==> src/rtl/perf_counter_bank.sv <==
// Multi-channel event counter bank: per-channel multi-bit increment, wrap/saturate, sticky overflow, snapshot.
// Latency: counters update on the clock edge after their inputs are sampled; the read port is registered (1 cycle).
// Backpressure: none, because every input is accepted on every cycle.
module perf_counter_bank #(
    parameter int NUM_CH   = 4,
    parameter int WIDTH    = 32,
    parameter int INC_W    = 2,
    parameter bit SATURATE = 1'b0,
    parameter int SEL_W    = (NUM_CH > 1) ? $clog2(NUM_CH) : 1
) (
    input  logic                    clk,
    input  logic                    rst,
    input  logic                    enable,
    input  logic [NUM_CH*INC_W-1:0] inc,
    input  logic [NUM_CH-1:0]       clr,
    input  logic                    snap,
    input  logic [SEL_W-1:0]        rd_sel,
    input  logic                    rd_shadow,
    output logic [WIDTH-1:0]        rd_data,
    output logic                    rd_ovf,
    output logic [NUM_CH-1:0]       ovf
);

    logic [NUM_CH-1:0][WIDTH-1:0] cnt;
    logic [NUM_CH-1:0][WIDTH-1:0] shadow;
    logic [NUM_CH-1:0][WIDTH-1:0] cnt_nxt;
    logic [NUM_CH-1:0][WIDTH:0]   sum;
    logic [NUM_CH-1:0]            ovf_q;
    logic [NUM_CH-1:0]            ovf_nxt;
    logic [WIDTH-1:0]             rd_mux;
    logic                         rd_ovf_mux;

    // The sum carries one extra bit so that its MSB is exactly the overflow condition.
    always_comb begin
        sum     = '0;
        cnt_nxt = cnt;
        ovf_nxt = ovf_q;
        for (int i = 0; i < NUM_CH; i++) begin
            sum[i] = {1'b0, cnt[i]} + {{(WIDTH + 1 - INC_W){1'b0}}, inc[i*INC_W +: INC_W]};
            if (clr[i]) begin
                cnt_nxt[i] = '0;
                ovf_nxt[i] = 1'b0;
            end else if (enable) begin
                if (sum[i][WIDTH]) begin
                    ovf_nxt[i] = 1'b1;
                    cnt_nxt[i] = SATURATE ? {WIDTH{1'b1}} : sum[i][WIDTH-1:0];
                end else begin
                    cnt_nxt[i] = sum[i][WIDTH-1:0];
                end
            end
        end
    end

    // A select value that matches no channel leaves the mux at zero.
    always_comb begin
        rd_mux     = '0;
        rd_ovf_mux = 1'b0;
        for (int i = 0; i < NUM_CH; i++) begin
            if (rd_sel == SEL_W'(i)) begin
                rd_mux     = rd_shadow ? shadow[i] : cnt[i];
                rd_ovf_mux = ovf_q[i];
            end
        end
    end

    always_ff @(posedge clk) begin
        if (rst) begin
            cnt     <= '0;
            shadow  <= '0;
            ovf_q   <= '0;
            rd_data <= '0;
            rd_ovf  <= 1'b0;
        end else begin
            cnt     <= cnt_nxt;
            ovf_q   <= ovf_nxt;
            rd_data <= rd_mux;
            rd_ovf  <= rd_ovf_mux;
            if (snap) begin
                shadow <= cnt;
            end
        end
    end

    assign ovf = ovf_q;

endmodule

==> config.mk <==
export PLATFORM = sky130hd
export DESIGN_NAME = perf_counter_bank
export DESIGN_NICKNAME = d
export VERILOG_FILES = /design/src/rtl/perf_counter_bank.sv
export SDC_FILE = /design/constraint.sdc
export NUM_CORES = 1
export LEC_CHECK = 0
export CORE_UTILIZATION = 55
export DETAILED_ROUTE_END_ITERATION = 10
export PLACE_DENSITY_LB_ADDON = 0.3
export SLEW_MARGIN = 0
export SYNTH_ARGS = -nofsm -noshare
export SYNTH_HDL_FRONTEND = slang
export SYNTH_SLANG_ARGS = --single-unit
==> constraint.sdc <==
create_clock -name clk -period 2.42 [get_ports clk]
set_clock_uncertainty 0.2 [all_clocks]
set_input_delay 0.605 -clock clk [delete_from_list [all_inputs] [get_ports clk]]
set_output_delay 0.605 -clock clk [all_outputs]
set_load 0.02 [all_outputs]
==> results of run 1 <==
-- flip-flops by register name (all words and copies together) (netlist names) --
signal   count
cnt        128
ovf          4
rd_data     32
rd_ovf       1
shadow     128
-- power groups by stage --
stage	Sequential (mW)	Clock (mW)	Combinational (mW)
3_5_place_dp	4.95	0	0.476
6_report	4.84	4.73	0.473
2_1_floorplan	4.95	0	0.321
5_1_grt	4.84	5.01	0.507
4_1_cts	4.84	4.80	0.477
3_3_place_gp	4.95	0	0.472
-- cells in the mapped netlist (8+ instances only) --
master / number / area [µm²]
sky130_fd_sc_hd__buf_1: 10 / 37.54
sky130_fd_sc_hd__a21oi_1: 16 / 80.08
sky130_fd_sc_hd__ha_1: 8 / 100.1
sky130_fd_sc_hd__inv_1: 18 / 67.56
sky130_fd_sc_hd__xor2_1: 76 / 665.6
sky130_fd_sc_hd__buf_2: 16 / 80.08
sky130_fd_sc_hd__and4_1: 11 / 96.34
sky130_fd_sc_hd__mux2i_1: 164 / 1642
sky130_fd_sc_hd__o21ai_0: 13 / 65.06
sky130_fd_sc_hd__nand3_1: 30 / 150.1
sky130_fd_sc_hd__nand4_1: 48 / 300.3
sky130_fd_sc_hd__dfxtp_1: 293 / 5866
sky130_fd_sc_hd__nor3_1: 11 / 55.05
sky130_fd_sc_hd__or3_1: 12 / 75.07
sky130_fd_sc_hd__xnor2_1: 29 / 254.0
sky130_fd_sc_hd__mux4_2: 64 / 1441
sky130_fd_sc_hd__and3_1: 24 / 150.1
sky130_fd_sc_hd__clkbuf_1: 47 / 176.4
sky130_fd_sc_hd__nand2_1: 42 / 157.7
sky130_fd_sc_hd__nor2_1: 297 / 1115
-- layout by cell type, fill, tap and decap left out, types with 4 or more instances in the layout --
| cell | synthesis | final |
|---|---|---|
| sky130_fd_sc_hd__a211oi_1 | 4 | 4 |
| sky130_fd_sc_hd__a21oi_1 | 16 | 15 |
| sky130_fd_sc_hd__and2_1 | 6 | 6 |
| sky130_fd_sc_hd__and3_1 | 24 | 24 |
| sky130_fd_sc_hd__and4_1 | 11 | 11 |
| sky130_fd_sc_hd__buf_12 | 0 | 9 |
| sky130_fd_sc_hd__buf_4 | 0 | 86 |
| sky130_fd_sc_hd__buf_6 | 1 | 4 |
| sky130_fd_sc_hd__clkbuf_1 | 47 | 5 |
| sky130_fd_sc_hd__clkbuf_16 | 0 | 31 |
| sky130_fd_sc_hd__clkbuf_8 | 0 | 7 |
| sky130_fd_sc_hd__clkdlybuf4s50_1 | 0 | 43 |
| sky130_fd_sc_hd__clkinv_2 | 0 | 9 |
| sky130_fd_sc_hd__dfxtp_1 | 293 | 292 |
| sky130_fd_sc_hd__dlymetal6s2s_1 | 0 | 5 |
| sky130_fd_sc_hd__ha_1 | 8 | 5 |
| sky130_fd_sc_hd__inv_1 | 18 | 14 |
| sky130_fd_sc_hd__inv_2 | 0 | 4 |
| sky130_fd_sc_hd__mux2i_1 | 164 | 164 |
| sky130_fd_sc_hd__mux4_2 | 64 | 64 |
| sky130_fd_sc_hd__nand2_1 | 42 | 42 |
| sky130_fd_sc_hd__nand3_1 | 30 | 29 |
| sky130_fd_sc_hd__nand4_1 | 48 | 48 |
| sky130_fd_sc_hd__nor2_1 | 297 | 295 |
| sky130_fd_sc_hd__nor2b_1 | 6 | 6 |
| sky130_fd_sc_hd__nor3_1 | 11 | 9 |
| sky130_fd_sc_hd__nor4_1 | 7 | 5 |
| sky130_fd_sc_hd__nor4_4 | 3 | 4 |
| sky130_fd_sc_hd__o21ai_0 | 13 | 13 |
| sky130_fd_sc_hd__or2_2 | 4 | 4 |
| sky130_fd_sc_hd__or3_1 | 12 | 11 |
| sky130_fd_sc_hd__xnor2_1 | 29 | 29 |
| sky130_fd_sc_hd__xor2_1 | 76 | 76 |
-- what timing repair did --
item | CTS | global route
endpoints found under the hold margin | 0 | 0
setup buffers | 1 | 1
gates resized for setup | 4 | 16
pin swaps | 2 | 7
setup endpoints to repair | 8 | 19
gates cloned | 1 | 0
-- worst paths after layout --
path              startpoint           to  slack (ps)  cells after the start
setup / recovery      ovf[0]       ovf[0]          50                      1
hold / removal           rst  shadow[126]         190                      2
setup reg to reg     cnt[96]     cnt[116]         100                      9
hold reg to reg   shadow[74]   shadow[74]         290                      2
-- worst register-to-register path, stage by stage, from the launching register on --
cell and delay, ps:
sky130_fd_sc_hd__dfxtp_2 350, sky130_fd_sc_hd__ha_4 130, sky130_fd_sc_hd__inv_2 30, sky130_fd_sc_hd__fa_2 340, sky130_fd_sc_hd__nand3b_1 200, sky130_fd_sc_hd__buf_4 160, sky130_fd_sc_hd__nor3_4 210, sky130_fd_sc_hd__nand3_2 100
sky130_fd_sc_hd__or3_1 360, sky130_fd_sc_hd__a21oi_1 150
-- layer usage --
layer,vias to the layer above,global-route usage
li1,4739,-
met1,4698,0.3471
met2,170,0.4141
met3,45,0.03572
met4,2,0.06723
met5,-,0
-- kinds of logic after synthesis --
kind of cell	share of synthesized area
muxes	0.2368
and+or+nand+nor	0.1874
adders and majority gates	0.01372
AOI/OAI and AO/OA	0.01687
xor gates and xnor gates	0.07005
buffers and inverters	0.02840
DFF	0.4468
-- final cells by class --
| type | count | area, µm² | area share |
|---|---|---|---|
| flip-flops and latches | 293 | 5867 | 0.3727 |
| clock inverters | 12 | 135.1 | 0.008585 |
| multi-input cells | 903 | 6984 | 0.4437 |
| repair buffers | 152 | 1396 | 0.08871 |
| inverters | 18 | 67.56 | 0.004293 |
| well taps | 319 | 399.1 | 0.02536 |
| clock buffers | 43 | 890.9 | 0.05660 |
-- per-stage QoR --
step	setup TNS [ps]	worst slack, ps	hold slack [ps]	area [µm²]	total power, mW
3_5_place_dp	-35820	-656.7	277.6	14640	5.426
4_1_cts	0	4.800	186.8	15690	10.12
3_3_place_gp	-32780	-632.6	263.8	14640	5.422
5_1_grt	0	3.348	191.4	15740	10.36
2_1_floorplan	-21.25	-18.69	251.4	13190	5.270
6_report	0	53.85	189.7	15740	10.05
==> impl_results.html, run 1 <==
<table>
<tr><th>Metric</th><th>Value</th></tr>
<tr><th colspan="2">Worst setup path</th></tr>
<tr><td>Library cell contributing the largest single delay on the critical path</td><td>sky130_fd_sc_hd__clkdlybuf4s50_1</td></tr>
<tr><td>Number of buffer and inverter stages on the critical path</td><td>1</td></tr>
<tr><td>Endpoint kind of the worst setup timing path</td><td>output pin</td></tr>
<tr><td>Data arrival time of the critical path</td><td>1560 ps</td></tr>
<tr><td>Startpoint type of the worst setup path</td><td>register</td></tr>
<tr><td>Crit path cell chain</td><td>clkdlybuf4s50_1</td></tr>
<tr><td>Endpoint required time on the critical path</td><td>1620 ps</td></tr>
<tr><td>CP delay by family, top</td><td>buffers and inverters</td></tr>
<tr><td>Largest fanout of any net on the critical path</td><td>3</td></tr>
<tr><td>Highest cell delay on the worst timing path</td><td>630 ps</td></tr>
<tr><td>CP Class</td><td>register to output pin</td></tr>
<tr><th colspan="2">Detailed routing</th></tr>
<tr><td>WL/cell</td><td>17.04 µm</td></tr>
<tr><td>TritonRoute pass-1 iters</td><td>5</td></tr>
<tr><td>Routed wire length</td><td>29660 µm</td></tr>
<tr><td>Highest metal layer used by the detailed router</td><td>met5</td></tr>
<tr><td>Met2 Wirelength</td><td>13810 µm</td></tr>
<tr><td>Number of nets with antenna violations after detailed routing</td><td>0</td></tr>
<tr><td>Starting DRC count in detailed routing</td><td>532</td></tr>
<tr><td>Met1 Wirelength</td><td>14000 µm</td></tr>
<tr><td>Residual DRC</td><td>0</td></tr>
<tr><td>Wire length on met3</td><td>1305 µm</td></tr>
<tr><td>Vias per inst</td><td>5.548</td></tr>
<tr><td>Routed via count</td><td>9654</td></tr>
<tr><th colspan="2">Place</th></tr>
<tr><td>Gpl congestion</td><td>0.9021</td></tr>
<tr><td>Placed cells</td><td>1682</td></tr>
<tr><td>Detailed placement HPWL</td><td>20770 µm</td></tr>
<tr><td>Count of port buffers added during placement</td><td>55</td></tr>
<tr><th colspan="2">Pwr</th></tr>
<tr><td>Net switching power figure</td><td>2.149 mW</td></tr>
<tr><td>IR drop worst, VDD</td><td>0.4529 mV</td></tr>
<tr><td>Proportion of power drawn by combinational gates</td><td>0.047</td></tr>
<tr><td>Int Pwr</td><td>7.898 mW</td></tr>
<tr><td>Switching share of power</td><td>0.2139</td></tr>
<tr><td>Sequential cell fraction of total power</td><td>0.482</td></tr>
<tr><td>Clock group share of total power</td><td>0.471</td></tr>
<tr><td>Cell leakage power</td><td>6.220 nW</td></tr>
<tr><td>Ratio of total power to cell area</td><td>638.3 nW/µm²</td></tr>
<tr><th colspan="2">Clocking</th></tr>
<tr><td>Clock Sinks</td><td>293</td></tr>
<tr><td>Clk Tree Root Cell</td><td>sky130_fd_sc_hd__clkbuf_16</td></tr>
<tr><td>Deepest clock path buffer count</td><td>3</td></tr>
<tr><td>Clock transition time at the flip-flop clock pins of the worst setup and hold paths</td><td>60 ps</td></tr>
<tr><td>Clock latency on the worst-skew pair</td><td>550 ps</td></tr>
<tr><td>TritonCTS clock tree</td><td>yes</td></tr>
<tr><td>TritonCTS buffer count</td><td>30</td></tr>
<tr><td>H-tree lvl count</td><td>1</td></tr>
<tr><td>Hold bufs inserted after CTS</td><td>0</td></tr>
<tr><th colspan="2">Global routing</th></tr>
<tr><td>Initial antenna violation count</td><td>1</td></tr>
<tr><td>Global-route wire length before repair</td><td>48780 µm</td></tr>
<tr><td>Overall fraction of global-route tracks in use</td><td>0.2518</td></tr>
<tr><td>Congestion Overflow GR</td><td>0</td></tr>
<tr><td>Maximum number of pins on one net before global-route repair</td><td>154</td></tr>
<tr><td>Number of global-route vias before repair</td><td>9525</td></tr>
<tr><th colspan="2">Synth</th></tr>
<tr><td>Number of standard cells after synthesis</td><td>1288</td></tr>
<tr><td>Most common flop cell mapped by yosys</td><td>sky130_fd_sc_hd__dfxtp_1</td></tr>
<tr><td>Distinct cell type count of the synthesized netlist</td><td>47</td></tr>
<tr><td>Syn avg cell area</td><td>10.19 µm²</td></tr>
<tr><td>Number of synthesis warnings</td><td>0</td></tr>
<tr><td>Number of storage elements in the synthesis netlist</td><td>293</td></tr>
<tr><td>Post-synth ARST share</td><td>0</td></tr>
<tr><td>Register area share after synthesis</td><td>0.4468</td></tr>
<tr><td>EDFF count, synth</td><td>0</td></tr>
<tr><td>Netlist area before placement</td><td>13130 µm²</td></tr>
<tr><td>Mapped Nets</td><td>1319</td></tr>
<tr><th colspan="2">STA</th></tr>
<tr><td>Achievable clock frequency</td><td>422.6 MHz</td></tr>
<tr><td>Number of endpoints failing setup at the final stage</td><td>0</td></tr>
<tr><td>Slew at the pin closest to its max-slew limit</td><td>712.9 ps</td></tr>
<tr><td>Worst slew margin</td><td>0.5248</td></tr>
<tr><td>Final count of hold timing violations</td><td>0</td></tr>
<tr><td>Final period util</td><td>0.9777</td></tr>
<tr><td>Post-route minimum period</td><td>2366 ps</td></tr>
<tr><td>RSZ-0062 raised after global routing</td><td>no</td></tr>
<tr><td>Final Max Tran Viols</td><td>0</td></tr>
<tr><th colspan="2">Floorplanning</th></tr>
<tr><td>Height of the die</td><td>156.5 µm</td></tr>
<tr><td>Core Footprint</td><td>23470 µm²</td></tr>
<tr><td>Horizontal die dimension</td><td>156.5 µm</td></tr>
<tr><td>Area of the die</td><td>24490 µm²</td></tr>
<tr><td>Number of placement rows</td><td>56</td></tr>
<tr><td>Initial core utilization</td><td>0.5593</td></tr>
<tr><td>Number of ports placed on the die boundary</td><td>56</td></tr>
<tr><th colspan="2">Cells and area</th></tr>
<tr><td>Count of placed standard cells in the final layout, fillers left out</td><td>1740</td></tr>
<tr><td>Number of diodes added for antenna fixing</td><td>0</td></tr>
<tr><td>Share of layout cells above drive strength 1</td><td>0.1766</td></tr>
<tr><td>Number of fill cells</td><td>1811</td></tr>
<tr><td>Final design utilization</td><td>0.6706</td></tr>
<tr><td>Final net count</td><td>1429</td></tr>
<tr><td>Area added between synthesis and finish</td><td>19.89%</td></tr>
<tr><th colspan="2">Run</th></tr>
<tr><td>Max Cap Violations</td><td>0</td></tr>
<tr><th colspan="2">Run status</th></tr>
<tr><td>Run status</td><td>finished clean</td></tr>
<tr><th colspan="2">Hold path</th></tr>
<tr><td>Type of the tightest min-delay check</td><td>primary input to register</td></tr>
</table>
No activity file was read; power rests on OpenSTA's default activity.
==> run 2: changes to the inputs <==
Settings changed: MAX_ROUTING_LAYER from default to met4.
==> run 2 against run 1 <==
Net effect:
- global-route usage is 0.78 points higher
- cell count hardly changed
- critical path depth stayed put
- die area stayed put
- count of clock-buffer cells in the layout stayed put
==> impl_results.html, run 2 (synthesized netlist as in run 1, its figures left out) <==
<table>
<tr><th>Metric</th><th>Value</th></tr>
<tr><th colspan="2">Detailed routing</th></tr>
<tr><td>Residual DRC</td><td>0 (unchanged)</td></tr>
<tr><td>Routed wire length</td><td>29670 µm (about the same)</td></tr>
<tr><td>Starting DRC count in detailed routing</td><td>554 (+4.1%)</td></tr>
<tr><td>Vias per inst</td><td>5.546 (about the same)</td></tr>
<tr><td>TritonRoute pass-1 iters</td><td>5 (unchanged)</td></tr>
<tr><td>Routed via count</td><td>9655 (+0.010%)</td></tr>
<tr><td>Number of nets with antenna violations after detailed routing</td><td>0 (unchanged)</td></tr>
<tr><td>WL/cell</td><td>17.04 µm (about the same)</td></tr>
<tr><th colspan="2">Floorplanning</th></tr>
<tr><td>Horizontal die dimension</td><td>156.5 µm (unchanged)</td></tr>
<tr><td>Area of the die</td><td>24490 µm² (unchanged)</td></tr>
<tr><td>Number of placement rows</td><td>56 (unchanged)</td></tr>
<tr><td>Height of the die</td><td>156.5 µm (unchanged)</td></tr>
<tr><td>Core Footprint</td><td>23470 µm² (unchanged)</td></tr>
<tr><td>Initial core utilization</td><td>0.5593 (unchanged)</td></tr>
<tr><td>Number of ports placed on the die boundary</td><td>56 (unchanged)</td></tr>
<tr><th colspan="2">Pwr</th></tr>
<tr><td>Ratio of total power to cell area</td><td>638.3 nW/µm² (about the same)</td></tr>
<tr><td>Sequential cell fraction of total power</td><td>0.482 (about the same)</td></tr>
<tr><td>Net switching power figure</td><td>2.151 mW (about the same)</td></tr>
<tr><td>Clock group share of total power</td><td>0.471 (about the same)</td></tr>
<tr><td>Sum of internal, switching and leakage power</td><td>10.05 mW (about the same)</td></tr>
<tr><td>Switching share of power</td><td>0.2140 (about the same)</td></tr>
<tr><td>IR drop worst, VDD</td><td>0.4525 mV (about the same)</td></tr>
<tr><td>Proportion of power drawn by combinational gates</td><td>0.047 (about the same)</td></tr>
<tr><td>Int Pwr</td><td>7.898 mW (about the same)</td></tr>
<tr><td>Cell leakage power</td><td>6.220 nW (unchanged)</td></tr>
<tr><th colspan="2">Worst setup path</th></tr>
<tr><td>Endpoint of the most critical register-to-register path</td><td>cnt[116]</td></tr>
<tr><td>Endpoint required time on the critical path</td><td>1620 ps (about the same)</td></tr>
<tr><td>Endpoint kind of the worst setup timing path</td><td>output pin</td></tr>
<tr><td>Data arrival time of the critical path</td><td>1570 ps (about the same)</td></tr>
<tr><td>FF-to-FF Start</td><td>cnt[96]</td></tr>
<tr><td>Largest fanout of any net on the critical path</td><td>3 (unchanged)</td></tr>
<tr><td>CP Class</td><td>register to output pin</td></tr>
<tr><td>Highest cell delay on the worst timing path</td><td>630 ps (about the same)</td></tr>
<tr><td>Logic depth of the worst register-to-register path</td><td>9 (unchanged)</td></tr>
<tr><td>Startpoint type of the worst setup path</td><td>register</td></tr>
<tr><td>Library cell contributing the largest single delay on the critical path</td><td>sky130_fd_sc_hd__clkdlybuf4s50_1</td></tr>
<tr><td>Register-to-Register Setup Slack</td><td>100 ps (about the same)</td></tr>
<tr><td>CP delay by family, top</td><td>buffers and inverters</td></tr>
<tr><td>Number of buffer and inverter stages on the critical path</td><td>1 (unchanged)</td></tr>
<tr><td>Crit path cell chain</td><td>clkdlybuf4s50_1</td></tr>
<tr><th colspan="2">Clocking</th></tr>
<tr><td>Clock Sinks</td><td>293 (unchanged)</td></tr>
<tr><td>Deepest clock path buffer count</td><td>3 (unchanged)</td></tr>
<tr><td>Clock transition time at the flip-flop clock pins of the worst setup and hold paths</td><td>60 ps (about the same)</td></tr>
<tr><td>Clock latency on the worst-skew pair</td><td>550 ps (about the same)</td></tr>
<tr><td>Hold bufs inserted after CTS</td><td>0 (unchanged)</td></tr>
<tr><td>TritonCTS buffer count</td><td>30 (unchanged)</td></tr>
<tr><td>TritonCTS clock tree</td><td>yes</td></tr>
<tr><td>H-tree lvl count</td><td>1 (unchanged)</td></tr>
<tr><td>Clk Tree Root Cell</td><td>sky130_fd_sc_hd__clkbuf_16</td></tr>
<tr><th colspan="2">STA</th></tr>
<tr><td>Worst slew margin</td><td>0.5199 (-0.004867)</td></tr>
<tr><td>Final Max Tran Viols</td><td>0 (unchanged)</td></tr>
<tr><td>Final period util</td><td>0.9828 (+0.005025)</td></tr>
<tr><td>Slew at the pin closest to its max-slew limit</td><td>720.2 ps (+7.301 ps)</td></tr>
<tr><td>Post-route minimum period</td><td>2378 ps (+12.16 ps)</td></tr>
<tr><td>Number of endpoints failing setup at the final stage</td><td>0 (unchanged)</td></tr>
<tr><td>RSZ-0062 raised after global routing</td><td>no</td></tr>
<tr><td>Achievable clock frequency</td><td>420.5 MHz (-0.51%)</td></tr>
<tr><td>PnR worst setup slack</td><td>41.69 ps (-12.16 ps)</td></tr>
<tr><td>Final count of hold timing violations</td><td>0 (unchanged)</td></tr>
<tr><th colspan="2">Cells and area</th></tr>
<tr><td>Number of fill cells</td><td>1810 (-0.055%)</td></tr>
<tr><td>Footprint of the flip-flops and latches</td><td>5867 µm² (unchanged)</td></tr>
<tr><td>Final Cell Area</td><td>15740 µm² (about the same)</td></tr>
<tr><td>Final net count</td><td>1429 (unchanged)</td></tr>
<tr><td>Final design utilization</td><td>0.6707 (about the same)</td></tr>
<tr><td>Registers with the highest flip-flop counts</td><td>cnt x128, shadow x128, rd_data x32</td></tr>
<tr><td>Most common library cell in the layout ignoring fill and taps</td><td>sky130_fd_sc_hd__nor2_1</td></tr>
<tr><td>Area added between synthesis and finish</td><td>19.91% (about the same)</td></tr>
<tr><td>Leading cell types in the layout, fill and taps excluded</td><td>295 x sky130_fd_sc_hd__nor2_1, 292 x sky130_fd_sc_hd__dfxtp_1, 164 x sky130_fd_sc_hd__mux2i_1, 86 x sky130_fd_sc_hd__buf_4, 76 x sky130_fd_sc_hd__xor2_1</td></tr>
<tr><td>Share of layout cells above drive strength 1</td><td>0.1766 (unchanged)</td></tr>
<tr><td>Multi-input gate area</td><td>6984 µm² (unchanged)</td></tr>
<tr><th colspan="2">Place</th></tr>
<tr><td>Placed inst area</td><td>14640 µm² (unchanged)</td></tr>
<tr><td>Detailed placement HPWL</td><td>20770 µm (unchanged)</td></tr>
<tr><td>Count of port buffers added during placement</td><td>55 (unchanged)</td></tr>
<tr><td>Post-placement worst setup slack</td><td>-656.7 ps (unchanged)</td></tr>
<tr><td>Gpl congestion</td><td>0.9174 (+1.7%)</td></tr>
<tr><th colspan="2">Global routing</th></tr>
<tr><td>Congestion Overflow GR</td><td>0 (unchanged)</td></tr>
<tr><td>Global-route wire length before repair</td><td>48820 µm (about the same)</td></tr>
<tr><td>Number of global-route vias before repair</td><td>9535 (+0.10%)</td></tr>
<tr><td>Maximum number of pins on one net before global-route repair</td><td>154 (unchanged)</td></tr>
<tr><td>Initial antenna violation count</td><td>1 (unchanged)</td></tr>
<tr><td>Overall fraction of global-route tracks in use</td><td>0.2596 (+0.007825)</td></tr>
<tr><th colspan="2">Run</th></tr>
<tr><td>Max Cap Violations</td><td>0 (unchanged)</td></tr>
<tr><th colspan="2">Hold path</th></tr>
<tr><td>Worst hold start</td><td>rst</td></tr>
<tr><td>Type of the tightest min-delay check</td><td>primary input to register</td></tr>
<tr><td>Terminating pin of the worst hold path</td><td>shadow[126]</td></tr>
<tr><td>Depth of the worst hold-timing path</td><td>2 (unchanged)</td></tr>
<tr><th colspan="2">Run status</th></tr>
<tr><td>Run status</td><td>finished clean</td></tr>
</table>
[run 2: metrics by stage]
step | hold WS, ps | instances | TNS, ps
after floorplan | 251.4 | 1288 | -21.25
after global placement | 263.8 | 1682 | -32780
after detailed placement | 277.6 | 1682 | -35820
after CTS | 186.8 | 1739 | 0
after global routing | 191.4 | 1741 | 0
final | 189.3 | 1741 | 0
[run 2: power by group through the flow]
stage	clock network [mW]	registers, mW	logic, mW
after CTS	4.80	4.84	0.477
after floorplan	0	4.95	0.321
after global placement	0	4.95	0.472
after global routing	5.01	4.84	0.507
after detailed placement	0	4.95	0.476
final	4.73	4.84	0.473
[run 2: routing by layer]
metal	track usage	share of wire	up-vias	routed length (µm)
li1	-	-	4737	-
met1	0.3478	0.47	4697	14070
met2	0.4141	0.47	180	13800
met3	0.03572	0.043	41	1268
met4	0.06723	0.018	0	527
met5	-	0	-	0
[run 2: worst max path at each step]
| stage | from | end | slack, ps | cells past startpoint |
|---|---|---|---|---|
| final | ovf[0] | ovf[0] | 40 | 1 |
| after global routing | ovf[0] | ovf[0] | 3 | 1 |
| after CTS | inc[6] | cnt[122] | 5 | 9 |
| after detailed placement | inc[2] | cnt[60] | -660 | 10 |
| after global placement | inc[2] | cnt[60] | -630 | 10 |
| after floorplan | inc[6] | cnt[116] | -20 | 8 |
[run 2: layout make-up]
class / count / area share
Multi-Input combinational cell: 903 / 0.4436
Sequential cell: 293 / 0.3727
Timing Repair Buffer: 152 / 0.08870
Clock buffer: 43 / 0.05659
Tap cell: 319 / 0.02535
Clock inverter: 12 / 0.008584
Inverter: 18 / 0.004292
Antenna cell: 1 / 0.0001590
[run 2: repair_timing]
action | CTS | global route
pin swaps | 2 | 7
endpoints found under the setup margin | 8 | 19
gates cloned | 1 | 0
gates resized for setup | 4 | 16
buffers inserted | 1 | 1
==> run 3: changes to the inputs <==
--- a/config.mk
+++ b/config.mk
@@ -6,5 +6,6 @@
 export NUM_CORES = 1
 export LEC_CHECK = 0
-export CORE_UTILIZATION = 55
+export CORE_ASPECT_RATIO = 0.6
+export CORE_UTILIZATION = 56
 export DETAILED_ROUTE_END_ITERATION = 10
 export MAX_ROUTING_LAYER = met4
==> constraint.sdc (replaced) <==
create_clock -name clk -period 2.55 [get_ports clk]
set_clock_uncertainty 0.2 [all_clocks]
set_input_delay 0.6375 -clock clk [delete_from_list [all_inputs] [get_ports clk]]
set_output_delay 0.6375 -clock clk [all_outputs]
set_load 0.005 [all_outputs]
==> run 3 against run 2 <==
Net effect:
- global-route usage increased by 2.3 points
- sequential power decreased by 5.2%
- utilization is 1.8 points higher
- sequential share of layout area grew 0.59 points
- worst setup slack gained 60 ps
- critical path depth increased by 9
- first-iteration DRC count up 74%
- total power decreased by 9.6%
- via count rose by 3.0%
- critical endpoint is now cnt[26]
==> impl_results.html, run 3 (synthesized netlist as in run 1, its figures left out) <==
<table>
<tr><th>Metric</th><th>Value</th></tr>
<tr><th colspan="2">Worst setup path</th></tr>
<tr><td>Endpoint required time on the critical path</td><td>2820 ps (+1200 ps)</td></tr>
<tr><td>Crit path cell chain</td><td>clkdlybuf4s50_1 -&gt; ha_2 -&gt; inv_1 -&gt; fa_2 -&gt; nand3b_1 -&gt; nor2_1 -&gt; nand4_1 -&gt; buf_6 -&gt; or3_1 -&gt; a21oi_1</td></tr>
<tr><td>Startpoint type of the worst setup path</td><td>primary input</td></tr>
<tr><td>CP Class</td><td>primary input to register</td></tr>
<tr><td>Data arrival time of the critical path</td><td>2720 ps (+1150 ps)</td></tr>
<tr><td>Number of buffer and inverter stages on the critical path</td><td>3 (+2)</td></tr>
<tr><td>CP delay by family, top</td><td>simple AND/OR/NAND/NOR gates</td></tr>
<tr><td>Endpoint kind of the worst setup timing path</td><td>register</td></tr>
<tr><td>Largest fanout of any net on the critical path</td><td>7 (+4)</td></tr>
<tr><td>Library cell contributing the largest single delay on the critical path</td><td>sky130_fd_sc_hd__clkdlybuf4s50_1</td></tr>
<tr><td>Highest cell delay on the worst timing path</td><td>470 ps (-160 ps)</td></tr>
<tr><th colspan="2">Hold path</th></tr>
<tr><td>Type of the tightest min-delay check</td><td>primary input to register</td></tr>
<tr><th colspan="2">Global routing</th></tr>
<tr><td>Met3 Resource Use GR</td><td>0.05160 (+0.01588)</td></tr>
<tr><td>Overall fraction of global-route tracks in use</td><td>0.2828 (+0.02322)</td></tr>
<tr><td>Congestion Overflow GR</td><td>0 (unchanged)</td></tr>
<tr><td>Number of global-route vias before repair</td><td>9590 (+0.58%)</td></tr>
<tr><td>Maximum number of pins on one net before global-route repair</td><td>140 (-9.1%)</td></tr>
<tr><td>Global-route wire length before repair</td><td>51570 µm (+5.6%)</td></tr>
<tr><td>Met1 demand-to-capacity share in global routing</td><td>0.4218 (+0.07395)</td></tr>
<tr><td>Busiest layer in global routing</td><td>met1</td></tr>
<tr><td>Initial antenna violation count</td><td>0 (-1)</td></tr>
<tr><td>GR Layer Usage met2</td><td>0.3989 (-0.01524)</td></tr>
<tr><th colspan="2">Detailed routing</th></tr>
<tr><td>Starting DRC count in detailed routing</td><td>962 (+74%)</td></tr>
<tr><td>Vias per inst</td><td>5.793 (+4.5%)</td></tr>
<tr><td>TritonRoute pass-1 iters</td><td>5 (unchanged)</td></tr>
<tr><td>Number of nets with antenna violations after detailed routing</td><td>0 (unchanged)</td></tr>
<tr><td>WL/cell</td><td>18.59 µm (+9.1%)</td></tr>
<tr><td>Routed wire length</td><td>31920 µm (+7.6%)</td></tr>
<tr><td>Routed via count</td><td>9946 (+3.0%)</td></tr>
<tr><td>Residual DRC</td><td>0 (unchanged)</td></tr>
<tr><th colspan="2">Floorplanning</th></tr>
<tr><td>Number of ports placed on the die boundary</td><td>56 (unchanged)</td></tr>
<tr><td>Height of the die</td><td>120.6 µm (-23%)</td></tr>
<tr><td>Core Footprint</td><td>22490 µm² (-4.2%)</td></tr>
<tr><td>Initial core utilization</td><td>0.5837 (+0.02439)</td></tr>
<tr><td>Number of placement rows</td><td>42 (-25%)</td></tr>
<tr><td>Horizontal die dimension</td><td>199.7 µm (+28%)</td></tr>
<tr><td>Area of the die</td><td>24080 µm² (-1.7%)</td></tr>
<tr><th colspan="2">STA</th></tr>
<tr><td>Slew at the pin closest to its max-slew limit</td><td>673.1 ps (-47.11 ps)</td></tr>
<tr><td>Final period util</td><td>0.9600</td></tr>
<tr><td>Worst slew margin</td><td>0.5513 (+0.03141)</td></tr>
<tr><td>Achievable clock frequency</td><td>408.5 MHz</td></tr>
<tr><td>Final Max Tran Viols</td><td>0 (unchanged)</td></tr>
<tr><td>PnR worst setup slack</td><td>102.1 ps (+60.42 ps)</td></tr>
<tr><td>Number of endpoints failing setup at the final stage</td><td>0 (unchanged)</td></tr>
<tr><td>Post-route minimum period</td><td>2448 ps</td></tr>
<tr><td>Final count of hold timing violations</td><td>0 (unchanged)</td></tr>
<tr><th colspan="2">Run status</th></tr>
<tr><td>Run status</td><td>finished clean</td></tr>
<tr><th colspan="2">Place</th></tr>
<tr><td>Count of port buffers added during placement</td><td>55 (unchanged)</td></tr>
<tr><td>Detailed placement HPWL</td><td>22220 µm (+7.0%)</td></tr>
<tr><td>Post-placement worst setup slack</td><td>-594.1 ps (+62.65 ps)</td></tr>
<tr><td>Gpl congestion</td><td>0.9121 (-0.58%)</td></tr>
<tr><td>Placed cells</td><td>1663 (-1.1%)</td></tr>
<tr><th colspan="2">Cells and area</th></tr>
<tr><td>Share of layout cells above drive strength 1</td><td>0.1668 (-0.009851)</td></tr>
<tr><td>Count of placed standard cells in the final layout, fillers left out</td><td>1717 (-1.4%)</td></tr>
<tr><td>Final design utilization</td><td>0.6889 (+0.01818)</td></tr>
<tr><td>Leading cell types in the layout, fill and taps excluded</td><td>294 x sky130_fd_sc_hd__nor2_1, 293 x sky130_fd_sc_hd__dfxtp_1, 164 x sky130_fd_sc_hd__mux2i_1, 82 x sky130_fd_sc_hd__buf_4, 76 x sky130_fd_sc_hd__xor2_1</td></tr>
<tr><td>Final net count</td><td>1420 (-0.63%)</td></tr>
<tr><td>Number of diodes added for antenna fixing</td><td>0 (-1)</td></tr>
<tr><td>Registers with the highest flip-flop counts</td><td>cnt x128, shadow x128, rd_data x32</td></tr>
<tr><td>Most common library cell in the layout ignoring fill and taps</td><td>sky130_fd_sc_hd__nor2_1</td></tr>
<tr><td>Area added between synthesis and finish</td><td>18.01%</td></tr>
<tr><th colspan="2">Pwr</th></tr>
<tr><td>Clock group share of total power</td><td>0.446 (-0.025)</td></tr>
<tr><td>Sum of internal, switching and leakage power</td><td>9.089 mW (-9.6%)</td></tr>
<tr><td>Proportion of power drawn by combinational gates</td><td>0.048 (about the same)</td></tr>
<tr><td>Sequential cell fraction of total power</td><td>0.505 (+0.023)</td></tr>
<tr><td>Switching share of power</td><td>0.2207 (+0.006632)</td></tr>
<tr><td>IR drop worst, VDD</td><td>0.4177 mV (-7.7%)</td></tr>
<tr><td>Net switching power figure</td><td>2.006 mW (-6.7%)</td></tr>
<tr><td>Int Pwr</td><td>7.083 mW (-10%)</td></tr>
<tr><td>Ratio of total power to cell area</td><td>586.6 nW/µm² (-8.1%)</td></tr>
<tr><td>Cell leakage power</td><td>6.046 nW (-2.8%)</td></tr>
<tr><th colspan="2">Clocking</th></tr>
<tr><td>H-tree lvl count</td><td>1 (unchanged)</td></tr>
<tr><td>Deepest clock path buffer count</td><td>3 (unchanged)</td></tr>
<tr><td>Hold bufs inserted after CTS</td><td>0 (unchanged)</td></tr>
<tr><td>Clock Sinks</td><td>293 (unchanged)</td></tr>
<tr><td>Clock latency on the worst-skew pair</td><td>540 ps (about the same)</td></tr>
<tr><td>Clock transition time at the flip-flop clock pins of the worst setup and hold paths</td><td>60 ps (about the same)</td></tr>
<tr><td>TritonCTS clock tree</td><td>yes</td></tr>
<tr><td>TritonCTS buffer count</td><td>27 (-10%)</td></tr>
<tr><td>Clk Tree Root Cell</td><td>sky130_fd_sc_hd__clkbuf_16</td></tr>
<tr><th colspan="2">Run</th></tr>
<tr><td>Max Cap Violations</td><td>0 (unchanged)</td></tr>
</table>
==> run 3: cell types whose count changed in the layout (fill, tap and decap cells not counted), moves of 3 or more <==
| cell | before | now |
|---|---|---|
| sky130_fd_sc_hd__clkdlybuf4s50_1 | 43 | 49 |
| sky130_fd_sc_hd__buf_4 | 86 | 82 |
| sky130_fd_sc_hd__clkbuf_16 | 31 | 27 |
| sky130_fd_sc_hd__dlymetal6s2s_1 | 5 | 1 |
| sky130_fd_sc_hd__clkinv_2 | 9 | 6 |
| sky130_fd_sc_hd__inv_1 | 14 | 17 |
| sky130_fd_sc_hd__inv_2 | 4 | 1 |
==> run 3: path summary, 6_finish.rpt <==
path                                  from          end  slack [ps]  cells after the start
worst max-delay path                inc[0]      cnt[26]         100                     10
worst min-delay path                   rst  rd_data[15]         230                      2
worst max register to register     cnt[96]     cnt[116]         240                      8
worst min register to register  shadow[33]   shadow[33]         290                      2
==> run 3: area by class of cell <==
class	instances	area, µm²
Fill cell	1714	6998
Multi-Input combinational cell	903	6948
Sequential cell	293	5866
Timing Repair Buffer	146	1336
Clock buffer	40	814.5
Tap cell	308	385.4
Clock inverter	9	76.32
Inverter	18	67.56
==> run 3: per-stage QoR <==
step | hold slack [ps] | TNS [ps] | area [µm²]
after floorplan | 251.4 | 0 | 13140
after global placement | 264.0 | -25490 | 14520
after detailed placement | 278.8 | -30510 | 14520
after CTS | 209.4 | 0 | 15420
after global routing | 236.5 | -36.97 | 15490
final | 225.8 | 0 | 15490
==> run 3: worst register-to-register path, delay by kind of cell (launching register included) <==
kind,cells,cell delay (ps)
buf+inv,1,40
simple gates,4,1010
fa+ha+maj,2,540
compound gates,1,110
flops,1,340
==> run 3: routing by layer <==
metal  vias to the layer above  wire, µm  share of wire
li1                       4710         -              -
met1                      4922     15430           0.48
met2                       274     13690           0.43
met3                        40      2322          0.073
met4                         0       478          0.015
met5                         -         0              0
==> run 3: power groups by stage <==
| stage | Sequential (mW) | Clock, mW | Combinational, mW |
|---|---|---|---|
| after floorplan | 4.70 | 0 | 0.302 |
| after global routing | 4.59 | 4.32 | 0.472 |
| final | 4.59 | 4.05 | 0.441 |
| after CTS | 4.59 | 4.12 | 0.441 |
| after detailed placement | 4.70 | 0 | 0.440 |
| after global placement | 4.70 | 0 | 0.435 |
==> run 3: repair_timing <==
action | in CTS | in global routing
resized for setup | 0 | 17
pin swaps | 2 | 10
endpoints found under the hold margin | 0 | 0
gates cloned | 0 | 1
buffers inserted | 1 | 3
setup endpoints to repair | 3 | 18
